File: src/rtl/pipe_ctrl_pkg.sv
// Shared definitions for the pipeline control unit: bus widths, stall encodings,
// FSM state encodings and reset polarity.
package pipe_ctrl_pkg;

    localparam int RegBus      = 32;
    localparam int InstAddrBus = 32;

    localparam logic RstEnable = 1'b1;
    localparam logic Stop      = 1'b1;
    localparam logic NoStop    = 1'b0;

    localparam logic [RegBus-1:0] ZeroWord = 32'h0000_0000;

    // bit0 PC, bit1 IF, bit2 ID, bit3 EX, bit4 MEM, bit5 WB
    localparam logic [5:0] STALL_MEM  = 6'b011111;
    localparam logic [5:0] STALL_EX   = 6'b001111;
    localparam logic [5:0] STALL_ID   = 6'b000111;
    localparam logic [5:0] STALL_IF   = 6'b000011;
    localparam logic [5:0] STALL_NONE = 6'b000000;

    typedef enum logic {
        RUN  = 1'b0,
        PEND = 1'b1
    } state_t;

endpackage

File: src/rtl/pipe_ctrl_if.sv
// Bundle between the pipeline stages and pipe_ctrl: stall requests and branch
// resolution in, stall/flush/redirect and performance counters out.
interface pipe_ctrl_if;
    import pipe_ctrl_pkg::*;

    logic                   stallreq_if;
    logic                   stallreq_id;
    logic                   stallreq_ex;
    logic                   stallreq_mem;
    logic                   branch_i;
    logic [InstAddrBus-1:0] branch_target_i;
    logic [5:0]             stall_o;
    logic                   flush_o;
    logic                   redirect_o;
    logic [InstAddrBus-1:0] redirect_pc_o;
    logic [RegBus-1:0]      cycle_cnt_o;
    logic [RegBus-1:0]      stall_cnt_o;
    logic [RegBus-1:0]      flush_cnt_o;

    modport master (
        output stallreq_if, stallreq_id, stallreq_ex, stallreq_mem,
        output branch_i, branch_target_i,
        input  stall_o, flush_o, redirect_o, redirect_pc_o,
        input  cycle_cnt_o, stall_cnt_o, flush_cnt_o
    );

    modport slave (
        input  stallreq_if, stallreq_id, stallreq_ex, stallreq_mem,
        input  branch_i, branch_target_i,
        output stall_o, flush_o, redirect_o, redirect_pc_o,
        output cycle_cnt_o, stall_cnt_o, flush_cnt_o
    );

endinterface

File: src/rtl/pipe_ctrl_perf_cnt.sv
// Free-running 32-bit event counter, wraps modulo 2^32, clears on synchronous reset.
module perf_cnt
    import pipe_ctrl_pkg::*;
(
    input  logic              clk,
    input  logic              rst,
    input  logic              inc_i,
    output logic [RegBus-1:0] cnt_o
);

    always_ff @(posedge clk) begin
        if (rst == RstEnable) begin
            cnt_o <= ZeroWord;
        end else if (inc_i) begin
            cnt_o <= cnt_o + 32'd1;
        end
    end

endmodule

File: src/rtl/pipe_ctrl.sv
// Pipeline control: stall vector merge, wrong-path flush and (possibly deferred) PC redirect.
// Optional performance counters are built only with PIPE_CTRL_PERF_EN defined.
module pipe_ctrl
    import pipe_ctrl_pkg::*;
(
    input  logic       clk,
    input  logic       rst,
    pipe_ctrl_if.slave bus
);

    state_t                 state, state_nxt;
    logic [InstAddrBus-1:0] pend_pc, pend_pc_nxt;
    logic [5:0]             stall_hi;
    logic [5:0]             stall;
    logic                   acc;
    logic                   flush;
    logic                   id_eff;
    logic                   redir;
    logic [InstAddrBus-1:0] redir_pc;

    always_comb begin
        state_nxt   = state;
        pend_pc_nxt = pend_pc;
        stall_hi    = STALL_NONE;
        stall       = STALL_NONE;
        acc         = 1'b0;
        flush       = 1'b0;
        id_eff      = 1'b0;
        redir       = 1'b0;
        redir_pc    = ZeroWord;
        if (rst != RstEnable) begin
            // EX-stop depends only on mem/ex, which breaks the acc -> flush -> id_eff loop
            if (bus.stallreq_mem)     stall_hi = STALL_MEM;
            else if (bus.stallreq_ex) stall_hi = STALL_EX;
            acc    = (state == RUN) && bus.branch_i && (stall_hi[3] == NoStop);
            flush  = acc || (state == PEND);
            id_eff = bus.stallreq_id && !flush;
            if (bus.stallreq_mem)      stall = STALL_MEM;
            else if (bus.stallreq_ex)  stall = STALL_EX;
            else if (id_eff)           stall = STALL_ID;
            else if (bus.stallreq_if)  stall = STALL_IF;
            else                       stall = STALL_NONE;
            case (state)
                RUN: begin
                    if (acc) begin
                        if (stall[0] == NoStop) begin
                            redir    = 1'b1;
                            redir_pc = bus.branch_target_i;
                        end else begin
                            pend_pc_nxt = bus.branch_target_i;
                            state_nxt   = PEND;
                        end
                    end
                end
                PEND: begin
                    if (stall[0] == NoStop) begin
                        redir     = 1'b1;
                        redir_pc  = pend_pc;
                        state_nxt = RUN;
                    end
                end
                default: state_nxt = RUN;
            endcase
        end
    end

    always_ff @(posedge clk) begin
        if (rst == RstEnable) begin
            state   <= RUN;
            pend_pc <= ZeroWord;
        end else begin
            state   <= state_nxt;
            pend_pc <= pend_pc_nxt;
        end
    end

    assign bus.stall_o       = stall;
    assign bus.flush_o       = flush;
    assign bus.redirect_o    = redir;
    assign bus.redirect_pc_o = redir_pc;

`ifdef PIPE_CTRL_PERF_EN
    logic [RegBus-1:0] cycle_cnt, stall_cnt, flush_cnt;

    perf_cnt u_cycle_cnt (.clk(clk), .rst(rst), .inc_i(rst != RstEnable), .cnt_o(cycle_cnt));
    perf_cnt u_stall_cnt (.clk(clk), .rst(rst), .inc_i(stall[0] == Stop),  .cnt_o(stall_cnt));
    perf_cnt u_flush_cnt (.clk(clk), .rst(rst), .inc_i(acc),               .cnt_o(flush_cnt));

    // Outputs read zero while reset is held, before the clearing edge lands
    assign bus.cycle_cnt_o = (rst == RstEnable) ? ZeroWord : cycle_cnt;
    assign bus.stall_cnt_o = (rst == RstEnable) ? ZeroWord : stall_cnt;
    assign bus.flush_cnt_o = (rst == RstEnable) ? ZeroWord : flush_cnt;
`else
    assign bus.cycle_cnt_o = ZeroWord;
    assign bus.stall_cnt_o = ZeroWord;
    assign bus.flush_cnt_o = ZeroWord;
`endif

endmodule

File: src/flat_wrapper.sv
// flat-port wrapper written by rule: the top's interface ports become plain ports
module pipe_ctrl_flat import pipe_ctrl_pkg::*;
  (clk, rst, bus_stallreq_if, bus_stallreq_id, bus_stallreq_ex, bus_stallreq_mem, bus_branch_i, bus_branch_target_i, bus_stall_o, bus_flush_o, bus_redirect_o, bus_redirect_pc_o, bus_cycle_cnt_o, bus_stall_cnt_o, bus_flush_cnt_o);
  pipe_ctrl_if bus_i ();
  input  logic clk;
  input  logic rst;
  input wire logic [$bits(bus_i.stallreq_if)-1:0] bus_stallreq_if;
  input wire logic [$bits(bus_i.stallreq_id)-1:0] bus_stallreq_id;
  input wire logic [$bits(bus_i.stallreq_ex)-1:0] bus_stallreq_ex;
  input wire logic [$bits(bus_i.stallreq_mem)-1:0] bus_stallreq_mem;
  input wire logic [$bits(bus_i.branch_i)-1:0] bus_branch_i;
  input wire logic [$bits(bus_i.branch_target_i)-1:0] bus_branch_target_i;
  output wire logic [$bits(bus_i.stall_o)-1:0] bus_stall_o;
  output wire logic [$bits(bus_i.flush_o)-1:0] bus_flush_o;
  output wire logic [$bits(bus_i.redirect_o)-1:0] bus_redirect_o;
  output wire logic [$bits(bus_i.redirect_pc_o)-1:0] bus_redirect_pc_o;
  output wire logic [$bits(bus_i.cycle_cnt_o)-1:0] bus_cycle_cnt_o;
  output wire logic [$bits(bus_i.stall_cnt_o)-1:0] bus_stall_cnt_o;
  output wire logic [$bits(bus_i.flush_cnt_o)-1:0] bus_flush_cnt_o;
  assign bus_i.stallreq_if = bus_stallreq_if;
  assign bus_i.stallreq_id = bus_stallreq_id;
  assign bus_i.stallreq_ex = bus_stallreq_ex;
  assign bus_i.stallreq_mem = bus_stallreq_mem;
  assign bus_i.branch_i = bus_branch_i;
  assign bus_i.branch_target_i = bus_branch_target_i;
  assign bus_stall_o = bus_i.stall_o;
  assign bus_flush_o = bus_i.flush_o;
  assign bus_redirect_o = bus_i.redirect_o;
  assign bus_redirect_pc_o = bus_i.redirect_pc_o;
  assign bus_cycle_cnt_o = bus_i.cycle_cnt_o;
  assign bus_stall_cnt_o = bus_i.stall_cnt_o;
  assign bus_flush_cnt_o = bus_i.flush_cnt_o;
  pipe_ctrl u_core (.clk(clk), .rst(rst), .bus(bus_i));
endmodule
File: config.mk
export PLATFORM = sky130hd
export DESIGN_NAME = pipe_ctrl_flat
export DESIGN_NICKNAME = d
export VERILOG_FILES = /design/src/rtl/pipe_ctrl_pkg.sv /design/src/rtl/pipe_ctrl_if.sv /design/src/rtl/pipe_ctrl_perf_cnt.sv /design/src/rtl/pipe_ctrl.sv /design/src/flat_wrapper.sv
export SDC_FILE = /design/constraint.sdc
export NUM_CORES = 1
export LEC_CHECK = 0
export BUFFER_PORTS_ARGS = -buffer_cell sky130_fd_sc_hd__buf_2
export CORE_UTILIZATION = 43
export CTS_CLUSTER_SIZE = 28
export DETAILED_ROUTE_END_ITERATION = 7
export HOLD_SLACK_MARGIN = 0.03
export PLACE_DENSITY_LB_ADDON = 0.25
export SYNTH_ARGS = -nofsm -noshare
export SYNTH_HDL_FRONTEND = slang
export SYNTH_SLANG_ARGS = --single-unit
export TNS_END_PERCENT = 100
File: constraint.sdc
create_clock -name clk -period 4.6 [get_ports clk]
set_input_delay 0.92 -clock clk [delete_from_list [all_inputs] [get_ports clk]]
set_output_delay 0.92 -clock clk [all_outputs]
set_load 0.01 [all_outputs]
Word level (Yosys, flattened, before mapping)

Cells that the tools add are included.

Add/sub/neg operators: 0
Magnitude comparators: 0
Muxes and demuxes: 22
Multipliers: 0
Reduce and logical (&&, ||, !) cells: 6
Shift operators: 0
Bitwise logic cells: 2
Divide/modulo/power cells: 0
Equal/unequal tests: 0

Operators with widths:

| operator                            | count |
|---|---|
| two-way mux 32 bit                  | 4 |
| one-hot mux 32 bit (2 select lines) | 1 |
| two-way mux 6 bit                   | 5 |
| two-way mux 4 bit                   | 3 |
| two-way mux 1 bit                   | 6 |
| one-hot mux 1 bit (2 select lines)  | 2 |
| logical AND 1 bit                   | 3 |
| AND reduction 3 bit                 | 1 |
| two-way mux 2 bit                   | 1 |
| NOT 1 bit                           | 2 |
| zero test 1 bit                     | 1 |
| logical OR 1 bit                    | 1 |

Bits in latches: 0
Memory bits (read-only): 0
Input bits: 39
Memory bits (writable): 0
Output and inout bits: 136
Register bits: 33
Memories kept: 0
Logic and storage cells: 32

Depth between registers and ports, before layout

Gate-level depths: netlist (run 1).

Word-level depth: 16
Mapped depth: 6
Mapped depth without buffers: 3

Least setup slack after synthesis (run 1)

OpenSTA, ideal clock, no wires.

Path kind: input -> output
Start: input port bus_stallreq_mem
End: output port bus_redirect_pc_o[10]
Stages: 5
Required time: 3.680 ns
Setup slack: 1.625 ns
Arrival time: 2.055 ns
Cell sequence: or2_1 or4_1 buf_2 buf_6 a21oi_2

Word-level cells in the longest chain between the ends: 15
Elaborated cells on any way between the ends: 16
Classes of those cells: mux: 11; bitwise: 1; reduce/logical: 4

RTL lines:

| element                                 | RTL line           | source |
|---|---|---|
| from (decl)                             | flat_wrapper.sv:10 | `input wire logic [$bits(bus_i.stallreq_mem)-1:0] bus_stallreq_mem;` |
| two-way mux 4 bit                       | pipe_ctrl.sv:33    | `if (bus.stallreq_mem) stall_hi = STALL_MEM;` |
| two-way mux 4 bit                       | pipe_ctrl.sv:31    | `if (rst != RstEnable) begin` |
| NOT 1 bit                               | pipe_ctrl.sv:35    | `acc = (state == RUN) && bus.branch_i && (stall_hi[3] == NoStop);` |
| logical AND 1 bit                       | pipe_ctrl.sv:35    |  |
| logical OR 1 bit                        | pipe_ctrl.sv:36    | `flush = acc \|\| (state == PEND);` |
| zero test 1 bit                         | pipe_ctrl.sv:37    | `id_eff = bus.stallreq_id && !flush;` |
| logical AND 1 bit                       | pipe_ctrl.sv:37    |  |
| two-way mux 6 bit                       | pipe_ctrl.sv:40    | `else if (id_eff) stall = STALL_ID;` |
| two-way mux 6 bit                       | pipe_ctrl.sv:39    | `else if (bus.stallreq_ex) stall = STALL_EX;` |
| two-way mux 6 bit                       | pipe_ctrl.sv:38    | `if (bus.stallreq_mem) stall = STALL_MEM;` |
| two-way mux 6 bit                       | pipe_ctrl.sv:31    |  |
| two-way mux 32 bit                      | pipe_ctrl.sv:46    | `if (stall[0] == NoStop) begin` |
| two-way mux 32 bit                      | pipe_ctrl.sv:45    | `if (acc) begin` |
| one-hot mux 32 bit (2 select lines) (*) | pipe_ctrl.sv:43    | `case (state)` |
| two-way mux 32 bit (*)                  | pipe_ctrl.sv:31    |  |
| to (decl)                               | flat_wrapper.sv:16 | `output wire logic [$bits(bus_i.redirect_pc_o)-1:0] bus_redirect_pc_o;` |

Mark *: on every way between the ends. The rest lies on a longest branch, timed or not. The select of a mux whose other input is x is not followed.

Final worst setup path (run 1)

Start: input port bus_stallreq_mem
End: output port bus_redirect_pc_o[7]

Same word-level chain as after synthesis.

==> metrics, run 1 <==
worst min-delay path category register to register; final number of max-transition violations 0; DIE WIDTH 84.11 um; period utilisation layout 0.8177; fmax 265.9 MHz; CTS resizes 0; Bufs and invs on worst path 3; hold depth 2; Mapped Cells 366; met1 WL 2401 um; CP startpoint kind input pin; Worst Skew 0.001474 ns; Compound-Gate Fraction of Synth Area 0.09927; fin nets 464; WL met3 364 um; first-pass GRT wire length 9156 um; Highest Signal Layer met4; mux contribution to synthesized area 0.1105; largest net degree at the start of global routing 72; CTS H-Tree Depth 2; routed wire length 5687 um; DRC violations left 28; status complete, but fails checks; post-layout util 0.4641; Worst path top cell family by delay simple AND/OR/NAND/NOR gates; register area share after synthesis 0.2279; sequential power share 0.462; ANT nets after route 0; Worst-Skew Late Latency 0.28 ns; clock network power share 0.325; Die Ht 84.11 um; Crit path depth 6; minimum clock period after layout 3.761 ns; share of layout cells above drive strength 1 0.2817; antenna violations before repair 0; Syn Area/Cell 7.921 um^2; vias in the first global route 1986; vias 2204; Slowest cell on crit path or4_2; worst path required time 3.68 ns; Most common cell on crit path buf_2; adder-cell share of the synthesized area 0; Post-Syn Area 2899 um^2; Met2 Routed Length 2848 um; combinational share of power 0.213; cell taking the most area after synthesis buf_4; Ys Warns 0; Initial DRT Pass Iterations 8; most common cell after layout, fill and taps aside conb_1; Post-Synth XOR/XNOR Area 0; FP Rows 29; n_diodes 0; clock sinks 33; VDD IR max 0.07670 mV; Setup Buffers After CTS 0; Routed WL per cell 11.31 um; largest family of logic cells by synthesized area buffers and inverters; violated checks design-rule violations; PwrDens 214.6 nW/um^2; synth unique cells 21; Slew HR 0.3234; RSZ-0062 raised after global routing no; DP HPWL 3810 um; # Max-Cap Violations 0; slowest stage delay, CP 0.97 ns; most frequent cells in the layout 97 x conb_1, 77 x buf_2, 64 x nand2b_1; area of the die 7074 um^2; Placeable Area 6422 um^2; Synth area leaders buf_4 26%, dfxtp_1 23%, nand2b_1 14%; clk slew on worst S/H paths 0.07 ns; final setup vio count 0; Pleak 1.305 nW; crit-path cells buf_2 -> or2_1 -> or4_2 -> buf_4 -> a21oi_2 -> buf_2; crit path kind input pin to output port; CP Capture Type output port; IO Port Bufs 77; number of vias per cell 4.382; num ports 175; Synth Register Bits 33; slew of the pin with the lowest slew margin 1.015 ns; total grt overflow 0; Synth Area in Simple Gates 0.2585; cell-internal power 0.0004428 W; CP max FO 21; Final GP Congestion 0.7103; TritonCTS clock tree built; R2R cell count 4; Sw Ratio 0.3078; total track usage 0.1584; Total Power 0.0006397 W; P_sw 0.0001969 W; Setup Total Neg Slack 0 ns; clock tree buffer depth 2; WP data arrival 2.84 ns; drt first-iter violations 100; Starting Density 0.4514; CTS Root Cell clkbuf_8; # fillers 660; TritonCTS buffer count 5; final hold vios 0; share of the synthesized area in the top cell type 0.2615; cts hold-fix bufs 0; area growth from synthesis to layout 2.805%
-- registers in the layout (all words and copies together) (netlist names) --
signal,flops
u_core.pend_pc,32
u_core.state,1
-- through the flow --
step	instance area, um^2	hold slack, ns	cells	setup WS (ns)
CTS	2980	0.4744	503	0.8121
global placement	2900	0.4585	495	0.8457
finish	2980	0.4705	503	0.8387
detailed placement	2900	0.4612	495	0.8179
global route	2980	0.4984	503	0.7437
floorplan	3259	0.4489	462	1.625
-- final timing paths --
kind | start | endpoint | slack (ns)
worst max-delay path | bus_stallreq_mem | bus_redirect_pc_o[7] | 0.84
worst min-delay path | u_core.pend_pc[0] | u_core.pend_pc[0] | 0.47
worst max register to register | u_core.state | u_core.pend_pc[9] | 2.09
worst min register to register | u_core.pend_pc[0] | u_core.pend_pc[0] | 0.47
-- cell usage after synthesis --
| master | instances |
|---|---|
| o21ba_2 | 1 |
| nand3_1 | 32 |
| nor3_1 | 2 |
| a21oi_2 | 30 |
| and4_1 | 1 |
| nand2_1 | 32 |
| buf_6 | 3 |
| nor2_1 | 4 |
| a21oi_1 | 3 |
| or4_1 | 1 |
| clkbuf_1 | 19 |
| mux2i_1 | 32 |
| buf_2 | 2 |
| or2_1 | 1 |
| conb_1 | 1 |
| buf_4 | 101 |
| inv_2 | 1 |
| nand2b_1 | 64 |
| nor3b_1 | 2 |
| dfxtp_1 | 33 |
| nor2b_1 | 1 |
-- power by group through the flow --
stage / combinational (W) / clock (W) / sequential, W
2_1_floorplan: 0.000163 / 0 / 0.000301
3_5_place_dp: 0.000136 / 0 / 0.000302
5_1_grt: 0.000152 / 0.000228 / 0.000296
3_3_place_gp: 0.000134 / 0 / 0.000301
4_1_cts: 0.000136 / 0.000216 / 0.000295
6_report: 0.000136 / 0.000208 / 0.000295
-- routing by layer --
| metal | up-vias | track usage |
|---|---|---|
| met5 | - | 0 |
| met4 | 0 | 0.05172 |
| met3 | 8 | 0.03264 |
| met2 | 97 | 0.2891 |
| met1 | 1000 | 0.1841 |
| li1 | 1099 | - |
-- cell families after synthesis --
family | count (synthesis)
other cells | 1
simple gates | 140
compound gates | 34
mux | 32
buf+inv | 126
flops | 33
-- tightest hold or removal path, stage by stage (launching register included) --
cell	delay (ns)
dfxtp_1	0.31
nand2b_1	0.06
mux2i_1	0.05
-- final cells by class --
type / count / area, um^2 / share of cell area
multi-input combinational: 303 / 1724 / 0.5785
clock buffer: 8 / 80.08 / 0.02687
inverter: 1 / 3.754 / 0.001259
tap: 77 / 96.34 / 0.03233
sequential: 33 / 660.6 / 0.2217
timing repair buffer: 81 / 415.4 / 0.1394
(Power assumes the default switching activity.)
==> run 2: changes to the inputs <==
Settings changed: ABC_AREA set to 1, CORE_UTILIZATION 43 to 42.
Clock period 4.6 ns to 3.2 ns, I/O delays scaled along.
==> metrics, run 2 <==
status finished clean; num ports 175 (unchanged); fmax 377.1 MHz; drt first-iter violations 127 (+27%); most common cell after layout, fill and taps aside nand2_1; number of vias per cell 4.505 (+2.8%); VDD IR max 0.1466 mV (+91%); Placeable Area 7687 um^2 (+20%); top_reg_cell synth dfxtp_1; TritonCTS buffer count 5 (unchanged); DP HPWL 4603 um (+21%); area of the die 8290 um^2 (+17%); Ys Warns 0 (unchanged); most frequent cells in the layout 129 x nand2_1, 97 x conb_1, 77 x buf_2; Worst-Skew Late Latency 0.28 ns (about the same); vias 3149 (+43%); share of layout cells above drive strength 1 0.1692 (-0.1125); first-pass GRT wire length 12370 um (+35%); Worst path top cell family by delay buffers and inverters; slew of the pin with the lowest slew margin 0.6327 ns (-0.3822 ns); Worst Skew 0.006712 ns (+0.005237 ns); crit path kind input pin to output port; register area share after synthesis 0.1983 (-0.02953); Post-synth EDFFs 0 (unchanged); DIE WIDTH 91.05 um (+8.3%); DRC violations left 0 (-100%); Initial DRT Pass Iterations 4 (-4); Hold Crit Start u_core.pend_pc[20]; CP max FO 39 (+86%); period utilisation layout 0.8287; Largest Register u_core.pend_pc; synth unique cells 18 (-14%); CP startpoint kind input pin; Syn Area/Cell 6.078 um^2 (-23%); FF+latch area 660.6 um^2 (unchanged); total track usage 0.1774 (+0.01897); largest net degree at the start of global routing 65 (-9.7%); RSZ-0062 raised after global routing no; Commonest cells post-synth 130 x nand2_1, 110 x buf_4, 69 x nor2_1, 37 x inv_1; Final GP Congestion 0.7558 (+6.4%); Bufs and invs on worst path 4 (+1); CTS H-Tree Depth 2 (unchanged); Post-synth ARST share 0 (unchanged); Synth Register Bits 33 (unchanged); WP data arrival 2.01 ns (-0.83 ns); Crit path depth 10 (+4); n_diodes 0 (unchanged); Setup Buffers After CTS 0 (unchanged); cts hold-fix bufs 0 (unchanged); clk slew on worst S/H paths 0.06 ns (about the same); count leader, synth nand2_1; antenna violations before repair 0 (unchanged); Post-Syn Area 3331 um^2 (+15%); max FFs per register 32 (unchanged); design area 3448 um^2 (+16%); routed wire length 7162 um (+26%); area growth from synthesis to layout 3.531%; CTS Root Cell clkbuf_8; crit-path cells buf_2 -> inv_1 -> nand2_1 -> a31oi_4 -> buf_4 -> nand3_1 -> nand2_1 -> nand2_1 -> nor2_1 -> buf_2; clock sinks 33 (unchanged); Hold Path End u_core.pend_pc[20]; Synth area leaders buf_4 25%, dfxtp_1 20%, nand2_1 15%; area of the multi-input gates 1927 um^2 (+12%); share of the synthesized area in the top cell type 0.2479 (-0.01361); IO Port Bufs 77 (unchanged); final number of max-transition violations 0 (unchanged); cell taking the most area after synthesis buf_4; RR Startpoint u_core.state; final hold vios 0 (unchanged); # fillers 863 (+31%); worst min-delay path category register to register; # Max-Cap Violations 0 (unchanged); Starting Density 0.4333 (-0.01812); PwrDens 305.8 nW/um^2 (+42%); total grt overflow 0 (unchanged); hold depth 2 (unchanged); Slew HR 0.5782 (+0.2548); fin nets 636 (+37%); biggest regs u_core.pend_pc (32), u_core.state (1); R2R cell count 9 (+5); slowest stage delay, CP 0.37 ns (-0.60 ns); Setup Total Neg Slack 0 ns (unchanged); Die Ht 91.05 um (+8.3%); final setup vio count 0 (unchanged); reg2reg setup slack 1.14 ns (-0.95 ns); ANT nets after route 0 (unchanged); placed standard-cell area 3362 um^2 (+16%); TritonCTS clock tree built; CTS resizes 0 (unchanged); FP Rows 32 (+10%); Pleak 1.836 nW (+41%); CP Capture Type output port; vias in the first global route 2716 (+37%); Routed WL per cell 10.25 um (-9.4%); minimum clock period after layout 2.652 ns; worst r2r dst u_core.pend_pc[14]; worst path required time 2.56 ns (-1.12 ns); Mapped Cells 548 (+50%); clock tree buffer depth 2 (unchanged); Slowest cell on crit path buf_4; Most common cell on crit path nand2_1
[run 2: cell types whose count changed after synthesis, moves of 32 or more]
| cell | before | now |
|---|---|---|
| inv_1 | 0 | 37 |
| nand3b_1 | 0 | 32 |
| nand2_1 | 32 | 130 |
| nor2_1 | 4 | 69 |
| mux2i_1 | 32 | 0 |
| nand4_1 | 0 | 32 |
| nand2b_1 | 64 | 0 |
[run 2: area by class of cell]
class / instances / share of cell area
multi-input cells: 429 / 0.5588
flip-flops and latches: 33 / 0.1916
repair buffers: 89 / 0.1451
inverters: 39 / 0.04245
well taps: 102 / 0.03701
clock buffers: 7 / 0.02504
[run 2: worst max-delay path by stage]
stage,start,to,slack [ns]
6_report,bus_stallreq_mem,bus_redirect_pc_o[7],0.55
5_1_grt,bus_stallreq_mem,bus_redirect_pc_o[10],0.30
4_1_cts,bus_stallreq_mem,bus_redirect_pc_o[1],0.50
3_5_place_dp,bus_stallreq_mem,bus_redirect_pc_o[1],0.51
3_3_place_gp,bus_stallreq_mem,bus_redirect_pc_o[1],0.55
2_1_floorplan,bus_stallreq_mem,bus_stall_o[1],0.87
[run 2: logic make-up after synthesis]
group / after synthesis / share of synthesized area
compound gates: 34 / 0.05334
simple gates: 298 / 0.4125
other cells: 1 / 0.001126
buf+inv: 182 / 0.3347
flops: 33 / 0.1983
[run 2: stage by stage]
step	cells	total power [W]	hold WS, ns	utilization	setup WS (ns)
final	699	0.001054	0.4852	0.4486	0.5483
after global routing	699	0.001133	0.5052	0.4486	0.3024
after CTS	699	0.001065	0.4884	0.4486	0.5049
after detailed placement	692	0.0007497	0.4729	0.4373	0.5125
after global placement	692	0.0007459	0.4603	0.4373	0.5514
after floorplan	644	0.0007641	0.4524	-	0.8673
[run 2: report_power, final]
group	internal [W]	switching (W)	leakage, nW
Sequential	0.000432	0.0000107	0.270
Clock	0.000171	0.000143	0.0443
Combinational	0.0000943	0.000203	1.52
[run 2: metal layers]
metal,global-route usage,vias to the layer above,part of all wire
li1,-,1633,-
met1,0.2098,1389,0.44
met2,0.3270,120,0.49
met3,0.03601,7,0.063
met4,0.03968,0,0.0063
met5,0,-,0
[run 2: tightest hold or removal path, stage by stage (launching register included)]
cell	delay [ns]
dfxtp_1	0.33
a21oi_1	0.04
nor2_1	0.08
